$ cat src/rtl/dcache_ctrl.sv
// Blocking write-back controller for a direct-mapped, one-word-per-line data cache.
// Misses write back a dirty victim, refill the line from memory, then replay the lookup.
module dcache_ctrl #(
  parameter int unsigned LINE_SIZE  = 4,
  parameter int unsigned CACHE_SIZE = 1024
) (
  input  logic        clk,
  input  logic        rst_n,
  input  logic        req_valid,
  output logic        req_ready,
  input  logic [31:0] req_addr,
  input  logic        req_write,
  input  logic [31:0] req_wdata,
  input  logic [3:0]  req_wstrb,
  output logic        rsp_valid,
  output logic [31:0] rsp_rdata,
  output logic [31:0] cache_addr,
  input  logic        cache_hit,
  input  logic        cache_dirty,
  input  logic [31:0] cache_data,
  input  logic [31:0] cache_victim_addr,
  output logic [31:0] cache_wdata,
  output logic [3:0]  cache_wstrb,
  output logic        cache_wvalid,
  output logic        cache_waccess,
  output logic        mem_awvalid,
  input  logic        mem_awready,
  output logic [31:0] mem_awaddr,
  output logic [31:0] mem_wdata,
  output logic        mem_arvalid,
  input  logic        mem_arready,
  output logic [31:0] mem_araddr,
  input  logic        mem_rvalid,
  input  logic [31:0] mem_rdata
);

  localparam int unsigned AW = 32;
  localparam int unsigned DW = 32;
  localparam int unsigned SW = DW / 8;
  // Byte offset within a line; the capacity term keeps the mask inside the array.
  localparam logic [AW-1:0] OFF_MASK = AW'(LINE_SIZE - 1) & AW'(CACHE_SIZE - 1);

  typedef enum logic [2:0] {
    S_IDLE, S_LOOKUP, S_CHECK, S_STORE, S_WB, S_AR, S_R, S_FILL
  } state_e;

  state_e        state_q, state_d;
  logic [AW-1:0] addr_q, addr_d;
  logic          write_q, write_d;
  logic [DW-1:0] wdata_q, wdata_d;
  logic [SW-1:0] wstrb_q, wstrb_d;
  logic [DW-1:0] rdata_q, rdata_d;
  logic          rsp_valid_q, rsp_valid_d;
  logic [DW-1:0] rsp_rdata_q, rsp_rdata_d;

  // State and request-context registers.
  always_ff @(posedge clk or negedge rst_n) begin
    if (!rst_n) begin
      state_q     <= S_IDLE;
      addr_q      <= '0;
      write_q     <= 1'b0;
      wdata_q     <= '0;
      wstrb_q     <= '0;
      rdata_q     <= '0;
      rsp_valid_q <= 1'b0;
      rsp_rdata_q <= '0;
    end else begin
      state_q     <= state_d;
      addr_q      <= addr_d;
      write_q     <= write_d;
      wdata_q     <= wdata_d;
      wstrb_q     <= wstrb_d;
      rdata_q     <= rdata_d;
      rsp_valid_q <= rsp_valid_d;
      rsp_rdata_q <= rsp_rdata_d;
    end
  end

  // Next-state and next-context logic.
  always_comb begin
    state_d     = state_q;
    addr_d      = addr_q;
    write_d     = write_q;
    wdata_d     = wdata_q;
    wstrb_d     = wstrb_q;
    rdata_d     = rdata_q;
    rsp_valid_d = 1'b0;
    rsp_rdata_d = rsp_rdata_q;
    case (state_q)
      S_IDLE: begin
        if (req_valid) begin
          addr_d  = req_addr;
          write_d = req_write;
          wdata_d = req_wdata;
          wstrb_d = req_wstrb;
          state_d = S_LOOKUP;
        end
      end
      S_LOOKUP: state_d = S_CHECK;
      S_CHECK: begin
        // Dirty only matters for the victim of a miss.
        if (cache_hit) begin
          if (write_q) begin
            state_d = S_STORE;
          end else begin
            rsp_valid_d = 1'b1;
            rsp_rdata_d = cache_data;
            state_d     = S_IDLE;
          end
        end else if (cache_dirty) begin
          state_d = S_WB;
        end else begin
          state_d = S_AR;
        end
      end
      S_STORE: begin
        rsp_valid_d = 1'b1;
        state_d     = S_IDLE;
      end
      S_WB: if (mem_awready) state_d = S_AR;
      S_AR: if (mem_arready) state_d = S_R;
      S_R: begin
        if (mem_rvalid) begin
          rdata_d = mem_rdata;
          state_d = S_FILL;
        end
      end
      S_FILL:  state_d = S_LOOKUP;
      default: state_d = S_IDLE;
    endcase
  end

  // Output decode from the current state.
  always_comb begin
    req_ready     = 1'b0;
    cache_addr    = addr_q;
    cache_wdata   = '0;
    cache_wstrb   = '0;
    cache_wvalid  = 1'b0;
    cache_waccess = 1'b0;
    mem_awvalid   = 1'b0;
    mem_awaddr    = '0;
    mem_wdata     = '0;
    mem_arvalid   = 1'b0;
    mem_araddr    = '0;
    case (state_q)
      S_IDLE: begin
        req_ready  = 1'b1;
        cache_addr = req_addr;
      end
      S_STORE: begin
        // Array keeps bytes whose strobe bit is set, so the CPU strobe is inverted.
        cache_wvalid  = 1'b1;
        cache_waccess = 1'b1;
        cache_wdata   = wdata_q;
        cache_wstrb   = ~wstrb_q;
      end
      S_WB: begin
        mem_awvalid = 1'b1;
        mem_awaddr  = cache_victim_addr & ~OFF_MASK;
        mem_wdata   = cache_data;
      end
      S_AR: begin
        mem_arvalid = 1'b1;
        mem_araddr  = addr_q & ~OFF_MASK;
      end
      S_FILL: begin
        cache_wvalid = 1'b1;
        cache_wdata  = rdata_q;
        cache_wstrb  = '1;
      end
      default: ;
    endcase
  end

  assign rsp_valid = rsp_valid_q;
  assign rsp_rdata = rsp_rdata_q;

endmodule

$ cat config.mk
export PLATFORM = sky130hd
export DESIGN_NAME = dcache_ctrl
export DESIGN_NICKNAME = d
export VERILOG_FILES = /design/src/rtl/dcache_ctrl.sv
export SDC_FILE = /design/constraint.sdc
export NUM_CORES = 1
export LEC_CHECK = 0
export ABC_CLOCK_PERIOD_IN_PS = 1800
export BUFFER_PORTS_ARGS = -buffer_cell sky130_fd_sc_hd__buf_2
export CAP_MARGIN = 20
export CORE_AREA = 4 4 144 146
export CTS_CLUSTER_DIAMETER = 30
export CTS_CLUSTER_SIZE = 8
export DETAILED_ROUTE_END_ITERATION = 8
export DIE_AREA = 0 0 148 150
export PLACE_DENSITY = 0.65
export SETUP_SLACK_MARGIN = 0.2
export SYNTH_ARGS = -nofsm -noshare
export SYNTH_HDL_FRONTEND = slang
export SYNTH_SLANG_ARGS = --single-unit
$ cat constraint.sdc
create_clock -name clk -period 1.8 [get_ports clk]
set_input_delay 0.09 -clock clk [delete_from_list [all_inputs] [get_ports clk]]
set_output_delay 0.09 -clock clk [all_outputs]
set_load 0.02 [all_outputs]
==> Word level (Yosys, flattened, before mapping) <==
Cells that the tools add are included.
{ "classes": {"eq_ne": 11, "n_mux": 22, "bitwise_logic": 2, "reduce_logical": 6} }
{ "op_table": {"columns": ["cell", "n"], "rows": [
  ["2-to-1 mux 32 bit", 4],
  ["case mux 32 bit (2 select lines)", 1],
  ["case mux 3 bit (8 select lines)", 1],
  ["2-to-1 mux 3 bit", 5],
  ["== test 3 bit, second input constant", 4],
  ["2-to-1 mux 1 bit", 8],
  ["inequality test 2 bit, second input constant", 4],
  ["case mux 4 bit (2 select lines)", 1],
  ["== test 3 x 2 -> 1 bit, second input constant", 2],
  ["NOT 4 bit", 1],
  ["AND reduction 2 bit", 2],
  ["AND reduction 4 bit", 1],
  ["== test 3 x 1 -> 1 bit, second input constant", 1],
  ["logical NOT 3 bit", 1],
  ["AND reduction 3 bit", 1],
  ["2-to-1 mux 2 bit", 1],
  ["case mux 1 bit (2 select lines)", 1],
  ["OR reduction 2 bit", 1],
  ["NOT 1 bit", 1]
]} }
{ "totals": {"register_bits": 137, "input_bits": 173, "out_inout_bits": 202, "elab_cells": 49} }

==> Longest topological paths before layout <==
{ "logic_depth": {"depth_word": 3, "depth_mapped": 5, "mapped_depth_nobuf": 3} }

==> Least setup slack after synthesis <==
Ideal clock, no wire load.
{ "synth_path": {"kind": "reg-to-output", "from": "register state_q[0]", "to": "output cache_addr[22]", "arrival_time_ps": 1465, "required_time_ps": 1710, "slack_ps": 245, "path_stages_with_launch": 5, "path_buffers": 2, "cell_sequence": "dfrtp_1 -> buf_2 -> nor3_4 -> buf_4 -> mux2_2"} }
{ "synth_between": {"elab_chain_len": 2} }
{ "synth_rtl": {"columns": ["item", "line_no", "text"], "rows": [
  ["from (decl)", "47", "state_e state_q, state_d;"],
  ["from (signal assigned)", "68", "state_q <= state_d;"],
  ["logical NOT 3 bit", "146", "case (state_q)"],
  ["2-to-1 mux 32 bit", "146", null],
  ["to (decl)", "17", "output logic [31:0] cache_addr,"]
]} }
No other way between the ends.

==> Worst setup path in the final report <==
{ "layout_path": {"from": "register state_q[2]", "to": "output cache_addr[15]"} }
Same word-level chain as after synthesis.

==> impl_table.tex <==
\begin{tabular}{lr}
\hline
Metric & Value \\
\hline
\multicolumn{2}{l}{\textbf{Synth}} \\
Cell type contributing the most total cell area after synthesis & dfrtp\_1 \\
Mean Syn Cell Area & roughly 13 sq um \\
Number of warning messages in the yosys log & 0 \\
Netlist cell types & 25 \\
Share of the synthesized area in the top cell type & 0.506 \\
Synth top area cells & dfrtp\_1, mux2\_2, and2\_1 \\
Mapped Cells & approximately 530 \\
Cell Area, Synth & around 6800 sq um \\
Register bit total from synthesis & between 100 and 150 \\
Register area share after synthesis & 0.506 \\
\multicolumn{2}{l}{\textbf{Worst hold path}} \\
HP Class & input pin to register \\
HP Start & mem\_rvalid \\
Depth of the worst hold-timing path & 3 \\
Hold worst-path end & state\_q[0] \\
\multicolumn{2}{l}{\textbf{Timing}} \\
Setup WS post-layout & -0.214 ns \\
Max-slew violation total from the final report & 0 \\
Achievable Freq & between 0.4 and 0.5 GHz \\
Worst clock skew on the final layout & between 0.01 and 0.015 ns \\
Post-route setup TNS & -17.64 ns \\
Fin. Hold Viols & 0 \\
Final setup violation count & 162 \\
Final period util & 1.12 \\
Worst slack on hold paths & around 0.10 ns \\
Post-layout min period & a little over 2 ns \\
Setup repair after global routing missed its margin & true \\
\multicolumn{2}{l}{\textbf{Clocking}} \\
Clock buffer count from CTS & 17 \\
Master cell of the clock root buffer & clkbuf\_16 \\
Clock latency on the worst-skew pair & around 0.42 ns \\
TritonCTS Sinks & 137 \\
TritonCTS clock tree & yes \\
Clock Path Buffers & 2 \\
Register clock-pin slew on the reported worst setup and hold paths & $\sim$0.050 ns \\
Total number of H-tree levels & 4 \\
\multicolumn{2}{l}{\textbf{Power and ir drop}} \\
Sw Pwr & $\sim$10 mW \\
Combinational group share of total power & 0.643 \\
Internal Dissipation & around 16 mW \\
Sequential share of power & 0.222 \\
Worst ir drop on vdd & $\sim$820 uV \\
Leakage power of the design & $\sim$7 nW \\
Clock group share of total power & 0.135 \\
Switch share & 0.379 \\
Pwr per Cell Area & between 1500 and 2000 nW/um\^{}2 \\
\multicolumn{2}{l}{\textbf{Critical path}} \\
R2r worst-path depth & 7 \\
Worst path slowest cell & dfrtp\_2 \\
Delay-heaviest family, CP & flip-flops \\
Reg-to-Reg End & wdata\_q[10] \\
Classification of the worst setup path & register to output pin \\
Maximum fanout encountered on the critical timing path & 6 \\
CP required & between 1.5 and 2 ns \\
Cell-by-cell trace of the critical path & nor3\_4 -> buf\_12 -> clkbuf\_16 -> mux2\_2 -> buf\_6 \\
Sort of element at the start of the critical path & register \\
R2R setup slack & -0.01 ns \\
Combined buffer and inverter count along the critical path & 3 \\
Critical path arrival & 1.92 ns \\
Logic depth of the worst path, buffers included & 5 \\
Worst reg2reg startpoint & state\_q[1] \\
Element type at the critical path end & output pin \\
Delay of the slowest cell on the worst path & between 0.4 and 0.5 ns \\
\multicolumn{2}{l}{\textbf{Route}} \\
Detailed-route vias per instance & roughly 5.0 \\
Post-detailed-route wirelength per cell & $\sim$24 um \\
Antenna viol nets, final & 0 \\
\# DRC & 0 \\
Routed WL & between 30 and 40 mm \\
Vias post-DR & a little under 7000 \\
Router iterations before antenna repair & 5 \\
Iteration-0 DRC Markers & about 280 \\
\multicolumn{2}{l}{\textbf{Final layout}} \\
Top library cells by usage in the layout, fill and taps aside & buf\_2, buf\_6, dlygate4sd3\_1 \\
Most common cell after layout, fill and taps aside & buf\_2 \\
Post-layout net count & 1278 \\
Multi-input logic area & roughly 4000 sq um \\
Area Overhead vs Synth & 111\% \\
Share of layout cells above drive strength 1 & 0.711 \\
Fill cell instance count of the final layout & 1108 \\
Reg area & 3430 sq um \\
\multicolumn{2}{l}{\textbf{GRT}} \\
Aggregate global routing overflow & 0 \\
Largest net degree at the start of global routing & 48 \\
Total routing resource utilization after global routing & 0.214 \\
Antenna violations before repair & 2 \\
Via count of the first global-routing pass & 6627 \\
Wire length of the first global-routing pass & 37.0 mm \\
\multicolumn{2}{l}{\textbf{Floorplan}} \\
Core Box Area & 19400 sq um \\
Row count & slightly above 50 \\
Die Outline Area & $\sim$22000 sq um \\
Starting Density & 0.349 \\
I/O pin count & approximately 380 \\
Width of the die & 148 um \\
Y dimension of the die & about 150 um \\
\multicolumn{2}{l}{\textbf{Placed design}} \\
Final HPWL DP & between 10 and 15 mm \\
RePlAce Congestion & 0.756 \\
Count of buffers from port buffering & between 300 and 400 \\
\multicolumn{2}{l}{\textbf{Run status}} \\
Outcome & finished with violations \\
Failing checks & setup timing \\
\multicolumn{2}{l}{\textbf{Job}} \\
Number of maximum-capacitance constraint violations & 0 \\
\hline
\end{tabular}
per-stage QoR:
stage          power, mW  setup slack, ns  instance area (sq um)  instances  utilization
6_report            26.4           -0.214                  14300       1385        0.738
5_1_grt             27.3           -0.256                  14300       1385        0.738
4_1_cts             20.6           -0.222                  11900       1338        0.613
3_3_place_gp        14.5            0.144                   8980       1147        0.463
2_1_floorplan       11.7            0.245                   6790        535            -
3_5_place_dp        14.6            0.154                   8980       1147        0.463
worst max path at each step:
stage	start	to	slack [ns]
6_report	state_q[2]	cache_addr[15]	-0.21
5_1_grt	state_q[2]	cache_addr[15]	-0.26
4_1_cts	state_q[1]	cache_addr[16]	-0.22
3_5_place_dp	state_q[2]	cache_wdata[19]	0.15
3_3_place_gp	state_q[2]	cache_wdata[14]	0.14
2_1_floorplan	state_q[0]	cache_addr[22]	0.25
area by class of cell:
class,instances,share of cell area
antenna,2,0.000350
clock buffer,23,0.0341
clock inverter,9,0.00796
inverter,4,0.00236
multi-input combinational,355,0.287
sequential,137,0.240
tap,265,0.0232
timing repair buffer,590,0.405
worst reg2reg max path, delay by kind of cell (launching register included):
| kind | cells | cell delay, ns |
|---|---|---|
| mux | 1 | 0.33 |
| flops | 1 | 0.40 |
| simple gates | 2 | 0.41 |
| buf+inv | 4 | 0.57 |
cells in the mapped netlist:
| library cell | number |
|---|---|
| dfrtp_1 | 137 |
| and2_1 | 92 |
| mux2_2 | 149 |
| nor2_4 | 1 |
| buf_4 | 12 |
| a21oi_1 | 8 |
| nor2b_1 | 2 |
| nor3_1 | 1 |
| nand2_1 | 2 |
| conb_1 | 1 |
| and3_1 | 2 |
| clkbuf_1 | 10 |
| a221oi_1 | 1 |
| nor2_1 | 35 |
| inv_1 | 4 |
| mux2i_1 | 32 |
| nand4b_4 | 1 |
| nand2b_1 | 3 |
| nor3_4 | 2 |
| nand3_2 | 1 |
| buf_6 | 4 |
| o311a_1 | 1 |
| o21ai_0 | 1 |
| buf_2 | 13 |
| mux2_1 | 17 |
cells by family (layout without fill, tap and decap cells):
group	count (synthesis)	count (layout)	synth area share
mux	198	198	0.323
buf+inv	43	626	0.0373
simple gates	142	142	0.124
flops	137	137	0.506
compound gates	11	11	0.00941
other cells	1	6	0.000553
power groups by stage:
stage	combinational, mW	clock [mW]	sequential, mW
after floorplan	5.96	0	5.70
after global placement	9.01	0	5.45
after detailed placement	9.07	0	5.52
after CTS	11.5	3.61	5.45
after global routing	17.6	3.75	6.00
final	17.0	3.56	5.85
per-layer routing:
layer  track usage  share of wire  up-vias
met4        0.0878          0.045        0
met3        0.0575          0.061       98
met5             0              0        -
li1              -              -     2967
met1         0.244           0.37     3492
met2         0.380           0.52      355
state kept, by name (all words and copies together) (netlist names):
register and count:
addr_q 32, rdata_q 32, rsp_rdata 32, wdata_q 32, wstrb_q 4, state_q 3, rsp_valid 1, write_q 1
timing repair:
action / CTS / global route
setup endpoints to repair: 207 / 298
cloned: 14 / 25
hold buffers: 136 / 0
pin swaps: 5 / 64
setup buffers: 9 / 20
gates resized for setup: 176 / 498
hold endpoints to repair: 188 / 0
Note: power is estimated with default switching activity, not from simulation.
